[src/rtl/vram_pkg.sv]
// Shared widths, opcodes and FSM encodings for the text VRAM arbiter.
package vram_pkg;
  localparam int ROW_W  = 5;
  localparam int COL_W  = 7;
  localparam int ADDR_W = ROW_W + COL_W;

  typedef enum logic [1:0] {
    OP_WRITE     = 2'b00,
    OP_READ      = 2'b01,
    OP_CLEAR_ROW = 2'b10,
    OP_SCROLL    = 2'b11
  } op_e;

  typedef enum logic [1:0] {
    ST_IDLE   = 2'b00,
    ST_PEND   = 2'b01,
    ST_RDWAIT = 2'b10,
    ST_FILL   = 2'b11
  } state_e;

  function automatic logic [ADDR_W-1:0] vram_addr(input logic [ROW_W-1:0] row,
                                                   input logic [COL_W-1:0] col);
    return {row, col};
  endfunction
endpackage

[src/rtl/vram_row_fill.sv]
// Column walker for row clears: restarts on start, advances one column per step.
// done is combinational in the step cycle that writes the last column.
module vram_row_fill
  import vram_pkg::*;
#(
  parameter int COLS = 100
) (
  input  logic             clk,
  input  logic             reset,
  input  logic             start,
  input  logic             step,
  output logic [COL_W-1:0] fill_col,
  output logic             done
);
  localparam logic [COL_W-1:0] LAST_COL = COL_W'(COLS - 1);

  logic [COL_W-1:0] fill_col_q, fill_col_d;

  always_comb begin
    fill_col_d = fill_col_q;
    done       = step && (fill_col_q == LAST_COL);
    if (start) begin
      fill_col_d = '0;
    end else if (step) begin
      fill_col_d = done ? '0 : fill_col_q + COL_W'(1);
    end
  end

  always_ff @(posedge clk) begin
    if (reset) begin
      fill_col_q <= '0;
    end else begin
      fill_col_q <= fill_col_d;
    end
  end

  assign fill_col = fill_col_q;
endmodule

[src/rtl/vram_arbiter.sv]
// Single-port text VRAM share: display fetch always wins (1-cycle read), terminal ops
// use idle cycles and stall in PEND/FILL while disp_ce is high; req_ready only in IDLE.
module vram_arbiter
  import vram_pkg::*;
#(
  parameter int          ROWS       = 30,
  parameter int          COLS       = 100,
  parameter logic [7:0]  CLEAR_CHAR = 8'h20
) (
  input  logic              clk,
  input  logic              reset,
  input  logic              disp_ce,
  input  logic [ROW_W-1:0]  disp_row,
  input  logic [COL_W-1:0]  disp_col,
  output logic [7:0]        disp_char,
  input  logic              req_valid,
  output logic              req_ready,
  input  logic [1:0]        req_op,
  input  logic [ROW_W-1:0]  req_row,
  input  logic [COL_W-1:0]  req_col,
  input  logic [7:0]        req_char,
  output logic              rsp_valid,
  output logic [7:0]        rsp_char,
  output logic [ROW_W-1:0]  top_row,
  output logic              ram_ce,
  output logic              ram_we,
  output logic [ADDR_W-1:0] ram_addr,
  output logic [7:0]        ram_wdata,
  input  logic [7:0]        ram_rdata
);
  localparam logic [ROW_W:0]   ROWS_X   = (ROW_W + 1)'(ROWS);
  localparam logic [ROW_W-1:0] ROWS_R   = ROW_W'(ROWS);
  localparam logic [ROW_W-1:0] LAST_ROW = ROW_W'(ROWS - 1);
  localparam logic [COL_W-1:0] COLS_C   = COL_W'(COLS);

  state_e           state_q, state_d;
  op_e              op_q, op_d;
  logic [COL_W-1:0] col_q, col_d;
  logic [7:0]       char_q, char_d;
  logic [ROW_W-1:0] phys_row_q, phys_row_d;
  logic [ROW_W-1:0] top_row_q, top_row_d;
  logic             rd_bad_q, rd_bad_d;

  logic             fill_start, fill_step, fill_done;
  logic [COL_W-1:0] fill_col;
  logic             host_issue;
  logic [ROW_W:0]   row_sum;
  logic [ROW_W-1:0] mapped_row;
  op_e              req_op_e;
  logic             row_bad, col_bad;

  vram_row_fill #(.COLS(COLS)) u_fill (
    .clk      (clk),
    .reset    (reset),
    .start    (fill_start),
    .step     (fill_step),
    .fill_col (fill_col),
    .done     (fill_done)
  );

  // Logical-to-physical row: both operands < ROWS, so one conditional subtract wraps.
  always_comb begin
    row_sum    = {1'b0, top_row_q} + {1'b0, req_row};
    mapped_row = (row_sum >= ROWS_X) ? ROW_W'(row_sum - ROWS_X) : row_sum[ROW_W-1:0];
  end

  always_comb begin
    state_d    = state_q;
    op_d       = op_q;
    col_d      = col_q;
    char_d     = char_q;
    phys_row_d = phys_row_q;
    top_row_d  = top_row_q;
    rd_bad_d   = rd_bad_q;
    fill_start = 1'b0;
    fill_step  = 1'b0;
    host_issue = 1'b0;
    rsp_valid  = 1'b0;
    rsp_char   = '0;
    req_ready  = (state_q == ST_IDLE);
    req_op_e   = op_e'(req_op);
    row_bad    = (req_row >= ROWS_R);
    col_bad    = (req_col >= COLS_C);

    case (state_q)
      ST_IDLE: begin
        if (req_valid) begin
          op_d       = req_op_e;
          col_d      = req_col;
          char_d     = req_char;
          phys_row_d = mapped_row;
          rd_bad_d   = 1'b0;
          case (req_op_e)
            OP_WRITE: begin
              if (!(row_bad || col_bad)) state_d = ST_PEND;
            end
            OP_READ: begin
              // Out-of-range reads skip the RAM and answer CLEAR_CHAR next cycle.
              rd_bad_d = row_bad || col_bad;
              state_d  = (row_bad || col_bad) ? ST_RDWAIT : ST_PEND;
            end
            OP_CLEAR_ROW: begin
              if (!row_bad) begin
                state_d    = ST_FILL;
                fill_start = 1'b1;
              end
            end
            OP_SCROLL: begin
              phys_row_d = top_row_q;
              state_d    = ST_FILL;
              fill_start = 1'b1;
            end
          endcase
        end
      end
      ST_PEND: begin
        if (!disp_ce) begin
          host_issue = 1'b1;
          state_d    = (op_q == OP_READ) ? ST_RDWAIT : ST_IDLE;
        end
      end
      ST_RDWAIT: begin
        rsp_valid = 1'b1;
        rsp_char  = rd_bad_q ? CLEAR_CHAR : ram_rdata;
        state_d   = ST_IDLE;
      end
      ST_FILL: begin
        if (!disp_ce) begin
          host_issue = 1'b1;
          fill_step  = 1'b1;
          if (fill_done) begin
            state_d = ST_IDLE;
            if (op_q == OP_SCROLL) begin
              top_row_d = (top_row_q == LAST_ROW) ? '0 : top_row_q + ROW_W'(1);
            end
          end
        end
      end
      default: state_d = ST_IDLE;
    endcase
  end

  always_comb begin
    ram_ce    = 1'b0;
    ram_we    = 1'b0;
    ram_addr  = vram_addr(disp_row, disp_col);
    ram_wdata = CLEAR_CHAR;
    if (disp_ce) begin
      ram_ce = 1'b1;
    end else if (host_issue) begin
      ram_ce = 1'b1;
      if (state_q == ST_FILL) begin
        ram_we   = 1'b1;
        ram_addr = vram_addr(phys_row_q, fill_col);
      end else begin
        ram_we    = (op_q == OP_WRITE);
        ram_addr  = vram_addr(phys_row_q, col_q);
        ram_wdata = char_q;
      end
    end
  end

  always_ff @(posedge clk) begin
    if (reset) begin
      state_q    <= ST_IDLE;
      op_q       <= OP_WRITE;
      col_q      <= '0;
      char_q     <= '0;
      phys_row_q <= '0;
      top_row_q  <= '0;
      rd_bad_q   <= 1'b0;
    end else begin
      state_q    <= state_d;
      op_q       <= op_d;
      col_q      <= col_d;
      char_q     <= char_d;
      phys_row_q <= phys_row_d;
      top_row_q  <= top_row_d;
      rd_bad_q   <= rd_bad_d;
    end
  end

  assign disp_char = ram_rdata;
  assign top_row   = top_row_q;
endmodule

[config.mk]
export PLATFORM = sky130hd
export DESIGN_NAME = vram_arbiter
export DESIGN_NICKNAME = d
export VERILOG_FILES = /design/src/rtl/vram_pkg.sv /design/src/rtl/vram_row_fill.sv /design/src/rtl/vram_arbiter.sv
export SDC_FILE = /design/constraint.sdc
export NUM_CORES = 1
export LEC_CHECK = 0
export CAP_MARGIN = 0
export CELL_PAD_IN_SITES_DETAIL_PLACEMENT = 1
export CELL_PAD_IN_SITES_GLOBAL_PLACEMENT = 1
export CORE_ASPECT_RATIO = 1.25
export CORE_MARGIN = 2
export CORE_UTILIZATION = 27
export CTS_CLUSTER_SIZE = 16
export DETAILED_ROUTE_END_ITERATION = 8
export GPL_TIMING_DRIVEN = 0
export MAX_ROUTING_LAYER = met4
export PLACE_DENSITY_LB_ADDON = 0.1
export SETUP_SLACK_MARGIN = 0.15
export SLEW_MARGIN = 20
export SYNTH_ARGS = -nofsm -noshare
export SYNTH_HDL_FRONTEND = slang
export SYNTH_SLANG_ARGS = --single-unit
[constraint.sdc]
create_clock -name clk -period 2.5 [get_ports clk]
set_input_delay 0.5 -clock clk [delete_from_list [all_inputs] [get_ports clk]]
set_output_delay 0.5 -clock clk [all_outputs]
set_load 0.005 [all_outputs]
* Word level (Yosys, flattened, before mapping) *
Index checks and enable logic that the tools add are counted.

operators by class
  $add $sub $neg = 4
  order comparisons = 3
  eq/ne operators = 16
  mux-type cells = 36
  bitwise operators = 1
  reduce and logical (&&, ||, !) cells = 10

operator list
  kind                 number
  $mux 8               5
  $mux 12              2
  $mux 2               8
  $pmux 2 s4           2
  $mux 5               3
  $mux 7               2
  $mux 1               13
  $eq 2x2->1 const B   5
  $ne 2x2->1 const B   4
  $add 7x1->7 const B  1
  $eq 7x7->1 const B   1
  $ge 7x7->1 const B   1
  $add 5x5->6          1
  $eq 2x1->1 const B   3
  $ge 6x5->1 const B   1
  $logic_not 2->1      3
  $ne 3x3->1 const B   2
  $reduce_and 6->1     1
  $add 5x1->5 const B  1
  $eq 5x5->1 const B   1
  $ge 5x5->1 const B   1
  $sub 5x5->5 const B  1
  $reduce_and 4->1     1
  $reduce_or 2->1      2
  other kinds (5)      5

word-level totals
  flip-flop bits (word level) = 37

* Longest topological paths before layout *
  depth after elaboration = 6
  depth in mapped cells = 9
  mapped depth without buffers = 9

* Hierarchy *
A second synthesis with hierarchy kept.

unflattened totals
  cells, all modules = 308
  area, all modules = 2329.7 sq um

modules (own cells, without submodules)
  module         instances  cells each  area each (sq um)  seq. area each (sq um)
  vram_arbiter   1          271         1985.7             600.6
  vram_row_fill  1          37          344.1              140.1

* Worst setup path before layout *
No wires, ideal clock.

  path kind = register -> register
  start point = reg top_row_q[0], in the netlist top_row[0]
  end point = reg phys_row_q[2]
  data arrival time = 2229 ps
  required time = 2378 ps
  setup slack = 149 ps
  stages on the path, launching flop included = 10
  cells stage by stage = dfxtp_1 ha_1 inv_1 fa_1 nand2b_1 a21oi_1 xor2_1 nand3_1 and4_1 a311o_1

on the way
  cells in the longest elaborated chain, start to end = 4
  elaborated cells between the ends (all ways) = 5
  those cells by class = add/sub: 2; order compare: 1; mux: 2

RTL lines
  what                                       line                 RTL
  start: declaration                         vram_arbiter.sv:41   logic [ROW_W-1:0] top_row_q, top_row_d;
  start signal: assignment                   vram_arbiter.sv:178  top_row_q <= top_row_d;
  $add 5x5->6 (*)                            vram_arbiter.sv:63   row_sum = {1'b0, top_row_q} + {1'b0, req_row};
  $sub 5x5->5 or $ge 6x5->1 (tied branches)  vram_arbiter.sv:64   mapped_row = (row_sum >= ROWS_X) ? ROW_W'(row_sum - ROWS_X) : row_sum[ROW_W-1:0];
  $mux 5 (*)                                 vram_arbiter.sv:64
  $mux 5 (*)                                 vram_arbiter.sv:93   case (req_op_e)
  end signal: assignment                     vram_arbiter.sv:177  phys_row_q <= phys_row_d;
  end: declaration                           vram_arbiter.sv:40   logic [ROW_W-1:0] phys_row_q, phys_row_d;

Mark *: on every way between the ends. The rest lies on a longest branch, timed or not.
A chain may end at the register's enable or synchronous reset.

* Worst setup path in the final report *
  start point = in req_row[2]
  end point = reg phys_row_q[2]

on the way
  cells in the longest elaborated chain, start to end = 4
  elaborated cells between the ends (all ways) = 5
  those cells by class = add/sub: 2; order compare: 1; mux: 2

RTL lines
  what                                       line                RTL
  start: declaration                         vram_arbiter.sv:19  input logic [ROW_W-1:0] req_row,
  $add 5x5->6 (*)                            vram_arbiter.sv:63
  $sub 5x5->5 or $ge 6x5->1 (tied branches)  vram_arbiter.sv:64
  $mux 5 (*)                                 vram_arbiter.sv:64
  $mux 5 (*)                                 vram_arbiter.sv:93

Marks and branches as above.

==> impl_metrics.ini <==
[cts]
clock-root-buffer = clkbuf_8
cts_tree = yes
clk_path_buf_depth = 2
cts.sinks = 37
cts_buffers = 5
clk_pin_slew_ns = 0.07
clock_latency_ns = 0.29
h-tree-depth = 2

[placed_design]
portBuffers = 88
dpl_cell_area_um2 = 3320
gp_congestion = 0.786
dpl.hpwl_mm = 5.92

[job]
maxCapViolCount = 0

[yosys]
syn_area_per_cell_um2 = 7.28
synth-xor-area-share = 0.0340
async_reset_ff_frac = 0
syn_nets = 375
yosys_warnings = 0
synth_adder_area_share = 0.0571
synthTopCellsByArea = dfxtp_1 32%, nand2_1 13%, a21oi_1 7.3%
ys_seq_elements = 37
netlist-cell-type-count = 47
syn_area_um2 = 2320
synth_top_family_by_area = simple AND/OR/NAND/NOR gates
ys_seq_area_frac = 0.319
synth_ff_type = dfxtp_1
synth_edf_count = 0
yosysTopAreaCell = dfxtp_1
muxShareOfSynthArea = 0.0345
synth-compound-area-share = 0.169
syn_inst = 319
yosys.area.top_type_share = 0.319
yosys.area_share.simple = 0.322

[worst_setup_path]
cp.arrival_ns = 2.48
path_delay_family = compound AO/OA/AOI/OAI gates
worstPathCellList = clkdlybuf4s50_1 > ha_1 > nand2b_4 > a21oi_2 > xor2_1 > nand3_1 > and4_1 > a311o_1
slowest_delay_ns = 0.45
worst-setup-path-type = input port to flip-flop
critPathMaxFanout = 3
crit_buf_inv = 1
cpMaxStageDelayCell = ha_1
cp.required_ns = 2.68
rr_worst_depth = 9
critical_path_depth = 8
start_kind = input port
endpoint_kind = flip-flop

[global_route]
grt_pass1_vias = 2622
gr-total-overflow = 0
grt-busiest-layer = met2
antenna_found_initial = 0
grtUsageMet2 = 0.310
grt_pass1_wl_mm = 12.6
gr-usage-all-layers = 0.176
met1_usage = 0.202
grt_max_degree = 12
grtUsageMet3 = 0.0307

[die]
core-area_um2 = 8290
die_h_um = 108
initial_utilization = 0.280
rows = 37
dieArea_um2 = 9360
ios = 91
die-width_um = 86.9

[sta]
period_needed_ns = 2.30
relSlewSlack = 0.642
maxSlewViolCount = 0
setup-violations-final = 0
hold_violations = 0
setup_tns_ns = 0
whs_ns = 0.457
rsz0062_at_grt = true
worst_slew_pin_slew_ns = 0.538
period_share = 0.921
fmax_mhz = 434
fin_skew_ns = 0.00185

[cells_and_area]
n_antenna_cell = 0
layout-drive-gt1-share = 0.119
final_util = 0.431
fin_area_um2 = 3570
area_growth_syn_to_layout_pct = 53.9
finalNetCount = 474

[drt]
drtPass1Iterations = 4
wl_per_cell_um = 15.1
drtAntennaViolNets = 0
vias = 2538
wirelength_mm = 7.78
routed_via_density = 4.92
drc = 0
drtIter0Drc = 50

[outcome]
run_status = complete, no violations

[pwr]
power_density_nw_per_um2 = 419
p_leak_nw = 1.45
irDropWorstVdd_mv = 0.208
p_total_mw = 1.50

[min_path]
min_path_type = flip-flop to flip-flop
whs_path_depth = 2
==> sequential cells by signal, indices dropped and copies added, names as in the netlist <==
signal           cells
phys_row_q           5
op_q                 2
top_row              5
char_q               8
col_q                7
rd_bad_q             1
state_q              2
u_fill.fill_col      7
==> cells by family (layout without fill, tap and decap cells) <==
kind of cell	count (synthesis)	count (layout)
AND/OR/NAND/NOR	156	156
AO/OA/AOI/OAI	68	68
flip-flops	37	37
buffers and inverters	31	131
adder cells (fa/ha/maj)	10	10
XOR/XNOR	9	9
multiplexers	8	8
==> layer usage <==
metal	wire, µm	part of all wire	up-vias
met1	3330	0.43	1184
met5	0	0	-
met4	114	0.015	0
met2	3860	0.50	71
li1	-	-	1275
met3	468	0.060	8
==> power by group <==
part / internal [mW] / total [mW] / switching (mW)
registers: 0.620 / 0.640 / 0.0196
clock network: 0.249 / 0.468 / 0.218
logic: 0.214 / 0.391 / 0.177
total: 1.08 / 1.50 / 0.415
==> worst reg2reg max path, cell delays in order, from the launching register on <==
cell	delay, ns
dfxtp_4	0.39
ha_2	0.19
inv_2	0.04
fa_2	0.36
nand2b_4	0.16
a21oi_2	0.16
xor2_1	0.24
nand3_1	0.13
and4_1	0.19
a311o_1	0.30
==> what timing repair did <==
action / CTS / global route
setup buffers: 2 / 2
pin swaps: 3 / 3
hold buffers: 0 / 0
endpoints found under the setup margin: 32 / 17
gates cloned: 0 / 0
gates resized for setup: 30 / 13
==> worst paths after layout <==
| kind | to | start | slack (ns) |
|---|---|---|---|
| max | phys_row_q[2] | req_row[2] | 0.20 |
| min | col_q[0] | col_q[0] | 0.46 |
| max reg2reg | phys_row_q[2] | top_row[0] | 0.24 |
| min reg2reg | col_q[0] | col_q[0] | 0.46 |
==> metrics by stage <==
stage,instances,worst slack (ns)
finish,516,0.198
global route,516,0.103
CTS,514,0.178
detailed placement,504,-0.607
global placement,504,-0.597
floorplan,319,0.157
==> area by class of cell <==
cell class | instances | area [µm²]
repair buffers | 92 | 917
clock inverters | 1 | 5.00
flip-flops and latches | 37 | 747
plain buffers | 23 | 158
inverters | 8 | 30.0
well taps | 97 | 121
clock buffers | 7 | 96.3
multi-input cells | 251 | 1500
fillers | 1021 | 4710
==> placed cells by master (no fill, tap or decap), drive strengths merged, types with 8 or more instances in the layout <==
cell	n
clkdlybuf4s50	82
nand2	79
dfxtp	37
a21oi	34
nor2	26
clkbuf	19
and2	16
o21ai	16
buf	15
ha	9
mux2i	8
inv	8
==> synth_stat cells, types with 4 or more instances <==
master	number
buf_4	8
nand4_1	6
dfxtp_1	37
o21ai_0	16
inv_1	8
ha_1	9
nor3_1	4
a21oi_1	34
nand2_1	78
clkbuf_1	13
xor2_1	6
and2_1	16
nor2_1	26
mux2i_1	8
nand2b_1	4
No activity file was read; power rests on OpenSTA's default activity.
